File: src/rtl/regfile_arb_pkg.sv
// Shared types and constants for the register-file write-port arbiter.
package regfile_arb_pkg;

  typedef enum logic {
    NORMAL = 1'b0,
    FORCE  = 1'b1
  } arb_state_t;

  localparam int RF_ADDR_W = 5;
  localparam int RF_DATA_W = 32;

  // r0 is hard-wired to zero; writes to it are accepted but never committed.
  localparam logic [RF_ADDR_W-1:0] ZERO_REG = '0;

endpackage

File: src/rtl/regfile_wr_arbiter_starve_ctr.sv
// Starvation counter: counts consecutive cycles the MDU loses arbitration and
// flags the cycle whose loss must turn into a forced MDU grant next cycle.
module arb_starve_ctr #(
  parameter int STARVE_MAX = 4
) (
  input  logic clk,
  input  logic rst,
  input  logic inc,
  input  logic clr,
  output logic force_next
);

  localparam logic [3:0] LAST_CNT = 4'(STARVE_MAX - 1);

  logic [3:0] cnt_q, cnt_d;

  always_comb begin
    force_next = inc & ~clr & (cnt_q == LAST_CNT);
    cnt_d      = cnt_q;
    // The forced grant itself clears the count, so restart from zero here.
    if (clr || force_next) begin
      cnt_d = '0;
    end else if (inc) begin
      cnt_d = cnt_q + 4'd1;
    end
  end

  always_ff @(posedge clk or posedge rst) begin
    if (rst) begin
      cnt_q <= '0;
    end else begin
      cnt_q <= cnt_d;
    end
  end

endmodule

File: src/rtl/regfile_wr_arbiter.sv
// Two-requester (WB fixed priority, MDU with starvation guard) arbiter for the
// register file write port. Optional MDU wait statistics: REGFILE_ARB_STATS_EN.
module regfile_wr_arbiter
  import regfile_arb_pkg::*;
#(
  parameter int DATA_W     = RF_DATA_W,
  parameter int ADDR_W     = RF_ADDR_W,
  parameter int STARVE_MAX = 4
) (
  input  logic              clk,
  input  logic              rst,
  input  logic              wb_valid,
  input  logic [ADDR_W-1:0] wb_addr,
  input  logic [DATA_W-1:0] wb_data,
  output logic              wb_ready,
  input  logic              mdu_valid,
  input  logic [ADDR_W-1:0] mdu_addr,
  input  logic [DATA_W-1:0] mdu_data,
  output logic              mdu_ready,
  output logic              rf_we,
  output logic [ADDR_W-1:0] rf_waddr,
  output logic [DATA_W-1:0] rf_wdata,
`ifdef REGFILE_ARB_STATS_EN
  output logic [15:0]       stat_mdu_wait,
`endif
  output logic              wb_stall
);

  localparam logic [ADDR_W-1:0] ZERO_ADDR = ADDR_W'(ZERO_REG);

  arb_state_t        state_q, state_d;
  logic              rf_we_q, rf_we_d;
  logic [ADDR_W-1:0] rf_waddr_q, rf_waddr_d;
  logic [DATA_W-1:0] rf_wdata_q, rf_wdata_d;
  logic              collision;
  logic              mdu_lost;
  logic              starve_clr;
  logic              force_next;

  arb_starve_ctr #(
    .STARVE_MAX(STARVE_MAX)
  ) u_starve_ctr (
    .clk       (clk),
    .rst       (rst),
    .inc       (mdu_lost),
    .clr       (starve_clr),
    .force_next(force_next)
  );

  always_comb begin
    collision = wb_valid & mdu_valid & (wb_addr == mdu_addr);
    if (state_q == NORMAL) begin
      wb_ready  = wb_valid;
      // Same-address collision: both retire, the WB (younger) write wins.
      mdu_ready = mdu_valid & (~wb_valid | collision);
    end else begin
      wb_ready  = 1'b0;
      mdu_ready = mdu_valid;
    end
    wb_stall   = wb_valid & ~wb_ready;
    mdu_lost   = mdu_valid & ~mdu_ready;
    starve_clr = (state_q == FORCE) | ~mdu_valid | mdu_ready;
    state_d    = force_next ? FORCE : NORMAL;

    rf_we_d    = 1'b0;
    rf_waddr_d = rf_waddr_q;
    rf_wdata_d = rf_wdata_q;
    if (wb_ready) begin
      rf_we_d    = (wb_addr != ZERO_ADDR);
      rf_waddr_d = wb_addr;
      rf_wdata_d = wb_data;
    end else if (mdu_ready) begin
      rf_we_d    = (mdu_addr != ZERO_ADDR);
      rf_waddr_d = mdu_addr;
      rf_wdata_d = mdu_data;
    end
  end

`ifdef REGFILE_ARB_STATS_EN
  logic [15:0] stat_q, stat_d;

  always_comb begin
    stat_d = stat_q;
    // A dropped collision write counts as a wait cycle for the MDU as well.
    if ((mdu_lost || (collision && state_q == NORMAL)) && stat_q != 16'hFFFF) begin
      stat_d = stat_q + 16'd1;
    end
  end

  assign stat_mdu_wait = stat_q;
`endif

  always_ff @(posedge clk or posedge rst) begin
    if (rst) begin
      state_q    <= NORMAL;
      rf_we_q    <= 1'b0;
      rf_waddr_q <= '0;
      rf_wdata_q <= '0;
`ifdef REGFILE_ARB_STATS_EN
      stat_q     <= '0;
`endif
    end else begin
      state_q    <= state_d;
      rf_we_q    <= rf_we_d;
      rf_waddr_q <= rf_waddr_d;
      rf_wdata_q <= rf_wdata_d;
`ifdef REGFILE_ARB_STATS_EN
      stat_q     <= stat_d;
`endif
    end
  end

  assign rf_we    = rf_we_q;
  assign rf_waddr = rf_waddr_q;
  assign rf_wdata = rf_wdata_q;

endmodule

File: config.mk
export PLATFORM = sky130hd
export DESIGN_NAME = regfile_wr_arbiter
export DESIGN_NICKNAME = d
export VERILOG_FILES = /design/src/rtl/regfile_arb_pkg.sv /design/src/rtl/regfile_wr_arbiter_starve_ctr.sv /design/src/rtl/regfile_wr_arbiter.sv
export SDC_FILE = /design/constraint.sdc
export NUM_CORES = 1
export LEC_CHECK = 0
export ABC_CLOCK_PERIOD_IN_PS = 4400
export BUFFER_PORTS_ARGS = -buffer_cell sky130_fd_sc_hd__buf_2
export CORE_UTILIZATION = 47
export DETAILED_ROUTE_END_ITERATION = 16
export PLACE_DENSITY_LB_ADDON = 0.15
export SLEW_MARGIN = 0
export SYNTH_ARGS = -nofsm -noshare
export SYNTH_HDL_FRONTEND = slang
export SYNTH_SLANG_ARGS = --single-unit
File: constraint.sdc
create_clock -name clk -period 4.4 [get_ports clk]
set_input_delay 1.32 -clock clk [delete_from_list [all_inputs] [get_ports clk]]
set_output_delay 1.32 -clock clk [all_outputs]
set_load 0.02 [all_outputs]
=== Yosys cells after proc, flatten, opt, wreduce, memory -nomap -nowiden ===
Index checks and enable logic that the tools add are counted.

* Add/sub/neg operators: 1
* Eq/ne operators: 2
* Muxes and demuxes: 11
* Bitwise gates (word level): 15
* Reduce and logical (&&, ||, !) cells: 5

{| class="wikitable"
|+ Operators by type and width
! cell !! number
|-
| $mux 32 || 2
|-
| $mux 5 || 2
|-
| $reduce_bool 5->1 || 2
|-
| $mux 4 || 2
|-
| $and 1x1->1 || 7
|-
| $eq 5x5->1 || 1
|-
| $mux 1 || 5
|-
| $not 1->1 || 5
|-
| $add 4x1->4 const B || 1
|-
| $eq 4x2->1 const B || 1
|-
| $reduce_bool 2->1 || 2
|-
| $or 1x1->1 || 3
|-
| $logic_or 1x1->1 || 1
|}

* Bits in registers: 43
* Input port bits: 78
* Output and inout bits: 41

=== Depth between registers and ports, before layout ===
* Depth in word-level cells: 11
* Gate-level depth with buffers: 5
* Depth with buffers taken out: 4

=== Cells and area by module ===
A second synthesis with hierarchy kept.

* Cells, all modules: 205
* Area, all modules: 2115.8 um^2

{| class="wikitable"
|+ Modules (own cells, without submodules)
! module !! instances !! cells each !! area each (um^2)
|-
| regfile_wr_arbiter || 1 || 184 || 1878.1
|-
| arb_starve_ctr || 1 || 21 || 237.7
|}

=== Worst setup path before layout ===
Ideal clock, no wire load.

* Path type: in2out
* Start point: input port mdu_addr[4]
* End point: output port mdu_ready
* Arrival: 2007 ps
* Required time: 3080 ps
* Slack: 1073 ps
* Stages: 3
* Path buffers: 0
* Cell sequence: xor2_1 nor3_4 a31o_2

* Cells in the longest elaborated chain, start to end: 5

{| class="wikitable"
|+ RTL lines
! item !! RTL line !! RTL
|-
| from (decl) || regfile_wr_arbiter.sv:17 || <nowiki>input logic [ADDR_W-1:0] mdu_addr,</nowiki>
|-
| $eq 5x5->1 || regfile_wr_arbiter.sv:51 || <nowiki>collision = wb_valid & mdu_valid & (wb_addr == mdu_addr);</nowiki>
|-
| $and 1x1->1 || regfile_wr_arbiter.sv:51 ||
|-
| $or 1x1->1 || regfile_wr_arbiter.sv:55 || <nowiki>mdu_ready = mdu_valid & (~wb_valid | collision);</nowiki>
|-
| $and 1x1->1 || regfile_wr_arbiter.sv:55 ||
|-
| $mux 1 || regfile_wr_arbiter.sv:52 || <nowiki>if (state_q == NORMAL) begin</nowiki>
|-
| to (decl) || regfile_wr_arbiter.sv:19 || <nowiki>output logic mdu_ready,</nowiki>
|}

No other way between the ends.

=== Worst setup path in the final report ===
* Start point: input port wb_addr[0]
* End point: output port mdu_ready

* Cells in the longest elaborated chain, start to end: 5

{| class="wikitable"
|+ RTL lines
! item !! RTL line !! RTL
|-
| from (decl) || regfile_wr_arbiter.sv:13 || <nowiki>input logic [ADDR_W-1:0] wb_addr,</nowiki>
|-
| $eq 5x5->1 || regfile_wr_arbiter.sv:51 ||
|-
| $and 1x1->1 || regfile_wr_arbiter.sv:51 ||
|-
| $or 1x1->1 || regfile_wr_arbiter.sv:55 ||
|-
| $and 1x1->1 || regfile_wr_arbiter.sv:55 ||
|-
| $mux 1 || regfile_wr_arbiter.sv:52 ||
|}

No other way between the ends.

==> summary.md <==
| Metric | Value |
|---|---|
| DP Wirelength | 3570 um |
| Total Routing Usage GR | 21.5% |
| Commonest cells in the netlist | dfrtp_1, nand2_1, mux2i_1, o21ai_0, xor2_1 |
| Final worst slack | 0.744 ns |
| Worst reg2reg setup slack | 2.59 ns |
| Post-CTS Resized | 0 |
| Die extent in y | 68.7 um |
| Top FF cell, synth | dfrtp_1 |
| Post-synthesis register bit count | 43 |
| Reg-to-Reg End | u_starve_ctr.cnt_q[2] |
| Pint | 0.677 mW |
| Flop pwr share | 47.4% |
| WP data required | 3.08 ns |
| Netlist Area Pre-Place | 2090 um2 |
| Final min period | 3.66 ns |
| HP Start | u_starve_ctr.cnt_q[0] |
| Met3 usage | 4.93% |
| Via count | 1811 |
| Data arrival time of the worst path | 2.34 ns |
| Hold WC Path Type | reg -> reg |
| Global placer's final weighted congestion | 0.769 |
| Area grow syn2layout | 33.0% |
| WP buf/inv | 2 |
| RSZ-0062 raised after global routing | false |
| Area after DPL | 2680 um2 |
| CP dominant cell by count | buf_2 |
| Worst slack at placement | 0.745 ns |
| Grt peak-use layer | met2 |
| Die X | 68.7 um |
| Worst path max stage delay | 0.36 ns |
| Switch Pwr | 0.266 mW |
| Finished Layout Cells | 362 |
| # rows | 23 |
| Iter 0 DRT Violations | 88 |
| Hold path endpoint | u_starve_ctr.cnt_q[0] |
| Cells after Synth | 199 |
| Worst ir drop on vdd | 0.236 mV |
| PwrDens | 339 nW/um2 |
| Sw frac | 28.2% |
| Total die area | 4720 um2 |
| Maximum buffer depth of the clock tree | 2 |
| Number of global-route vias before repair | 1566 |
| Pins Over Slew Limit | 0 |
| Async S/R FF share, synth | 100% |
| Total Wirelength | 4880 um |
| GR Overflow Total | 0 |
| Clock Latency Late Sink | 0.29 ns |
| Clock transition at path regs | 0.07 ns |
| Worst setup path class | in -> out |
| Placed insts | 355 |
| IO buf count | 118 |
| Slew margin rel. | 41.1% |
| Clock Sinks | 43 |
| Final instance area | 2780 um2 |
| Crit path max-delay cell type | nor2_1 |
| Max Cap Viol | 0 |
| Endpoints failing setup | 0 |
| Final core utilization | 67.1% |
| Iteration count of the initial detailed-routing pass | 4 |
| Cell taking the most area after synthesis | dfrtp_1 |
| Path depth of the worst reg2reg path | 4 |
| Routed vias/inst | 5.00 |
| Startpoint Class | primary input |
| Nets@finish | 391 |
| CTS root buf | clkbuf_8 |
| Final hold violation count | 0 |
| Setup Total Neg Slack | 0 ns |
| Hold WS | 0.482 ns |
| First-pass GRT wire length | 7340 um |
| Detail Route Antenna Nets | 0 |
| Slew @ Worst Pin | 0.883 ns |
| TritonCTS Buffers | 5 |
| Status | finished, final reports clean |
| Sequential fraction of the synthesis area | 51.5% |
| CTS Hold Bufs | 0 |
| Reg2reg start | state_q |
| Mapped Avg Cell Area | 10.5 um2 |
| CTS tree | done |
| Critical path cell sequence | buf_2, xor2_1, nor2_1, a31o_2, buf_2 |
| Gate power share | 21.5% |
| Final period util | 83.1% |
| Proportion of layout cells with a drive suffix above 1 | 42.9% |
| Core region area | 4140 um2 |
| GR Util met1 | 29.3% |
| Max Clock Freq | 274 MHz |
| Met2 Use GR | 34.1% |
| Synth top area share | 51.5% |
| Htree depth | 2 |
| Starting Density | 50.5% |
| Synth area leaders | dfrtp_1, mux2i_1, o21ai_0, nand2_1, xor2_1 |
| Post CTS Setup Buffer Count | 0 |
| Yosys cell types | 27 |
| Delay-heaviest family, CP | simple AND/OR/NAND/NOR gates |
| Initial antenna violation count | 0 |
| DR DRC count | 0 |
| Worst Skew | 0.00497 ns |
| Pleak | 1.49 nW |
| Top Ports | 119 |
| Most numerous cell in the Yosys netlist | dfrtp_1 |
| EDFF count, synth | 0 |
| Ant diodes | 0 |
| Final Power | 0.943 mW |
| CP Capture Type | output port |
| Crit path max fanout | 6 |
| Clock Power Share | 31.1% |
| Per-cell routed wire length | 13.5 um |
| Worst hold path depth | 1 |
| YS warnings | 0 |
| Post-Syn Nets | 278 |
| Largest net degree at the start of global routing | 63 |
## registers in the layout, summed over array words and instances (netlist names)
register and count:
state_q 1, u_starve_ctr.cnt_q 4, rf_waddr 5, rf_wdata 32
rf_we 1
## how the worst max path moves through the flow
stage | end | slack, ns | startpoint | cells after the start
floorplan | mdu_ready | 1.07 | mdu_addr[4] | 3
global route | mdu_ready | 0.68 | wb_addr[0] | 5
global placement | mdu_ready | 0.78 | wb_addr[0] | 5
detailed placement | mdu_ready | 0.74 | wb_addr[0] | 5
finish | mdu_ready | 0.74 | wb_addr[0] | 5
CTS | mdu_ready | 0.74 | wb_addr[0] | 5
## logic make-up after synthesis
family                     synth area share [%]
and+or+nand+nor                            11.0
xor gates and xnor gates                   2.51
AOI/OAI and AO/OA                          11.9
adders and majority gates                 0.598
muxes                                      18.3
buffers and inverters                      4.25
DFF                                        51.5
## power by group through the flow
stage / Sequential (mW) / Clock [mW] / Combinational, mW
detailed placement: 0.453 / 0 / 0.205
CTS: 0.447 / 0.299 / 0.205
floorplan: 0.494 / 0 / 0.0806
finish: 0.447 / 0.294 / 0.203
global route: 0.451 / 0.316 / 0.223
global placement: 0.453 / 0 / 0.202
## cells in the final DEF (no fill, tap or decap), types with 2 or more instances in the layout
cell / n
buf_2: 118
dfrtp_1: 43
nand2_1: 38
mux2i_1: 37
o21ai_0: 37
xor2_1: 6
clkbuf_8: 5
a211oi_1: 3
o21ai_1: 3
nand3_1: 2
or4_1: 2
buf_4: 2
## final cells by class
type	instances	area [um2]
Sequential cell	43	1080
Clock buffer	6	72.6
Clock inverter	1	30.0
Fill cell	345	1360
Multi-Input combinational cell	141	931
Tap cell	50	62.6
Inverter	1	3.75
Timing Repair Buffer	120	606
## per-layer routing
layer  wire length (um)  share of wire, %  up-vias
met2               2310                47       64
met1               2230                46      829
met3                291               6.0        7
li1                   -                 -      911
met4                 44              0.90        0
met5                  0                 0        -
No activity file was read; power rests on OpenSTA's default activity.
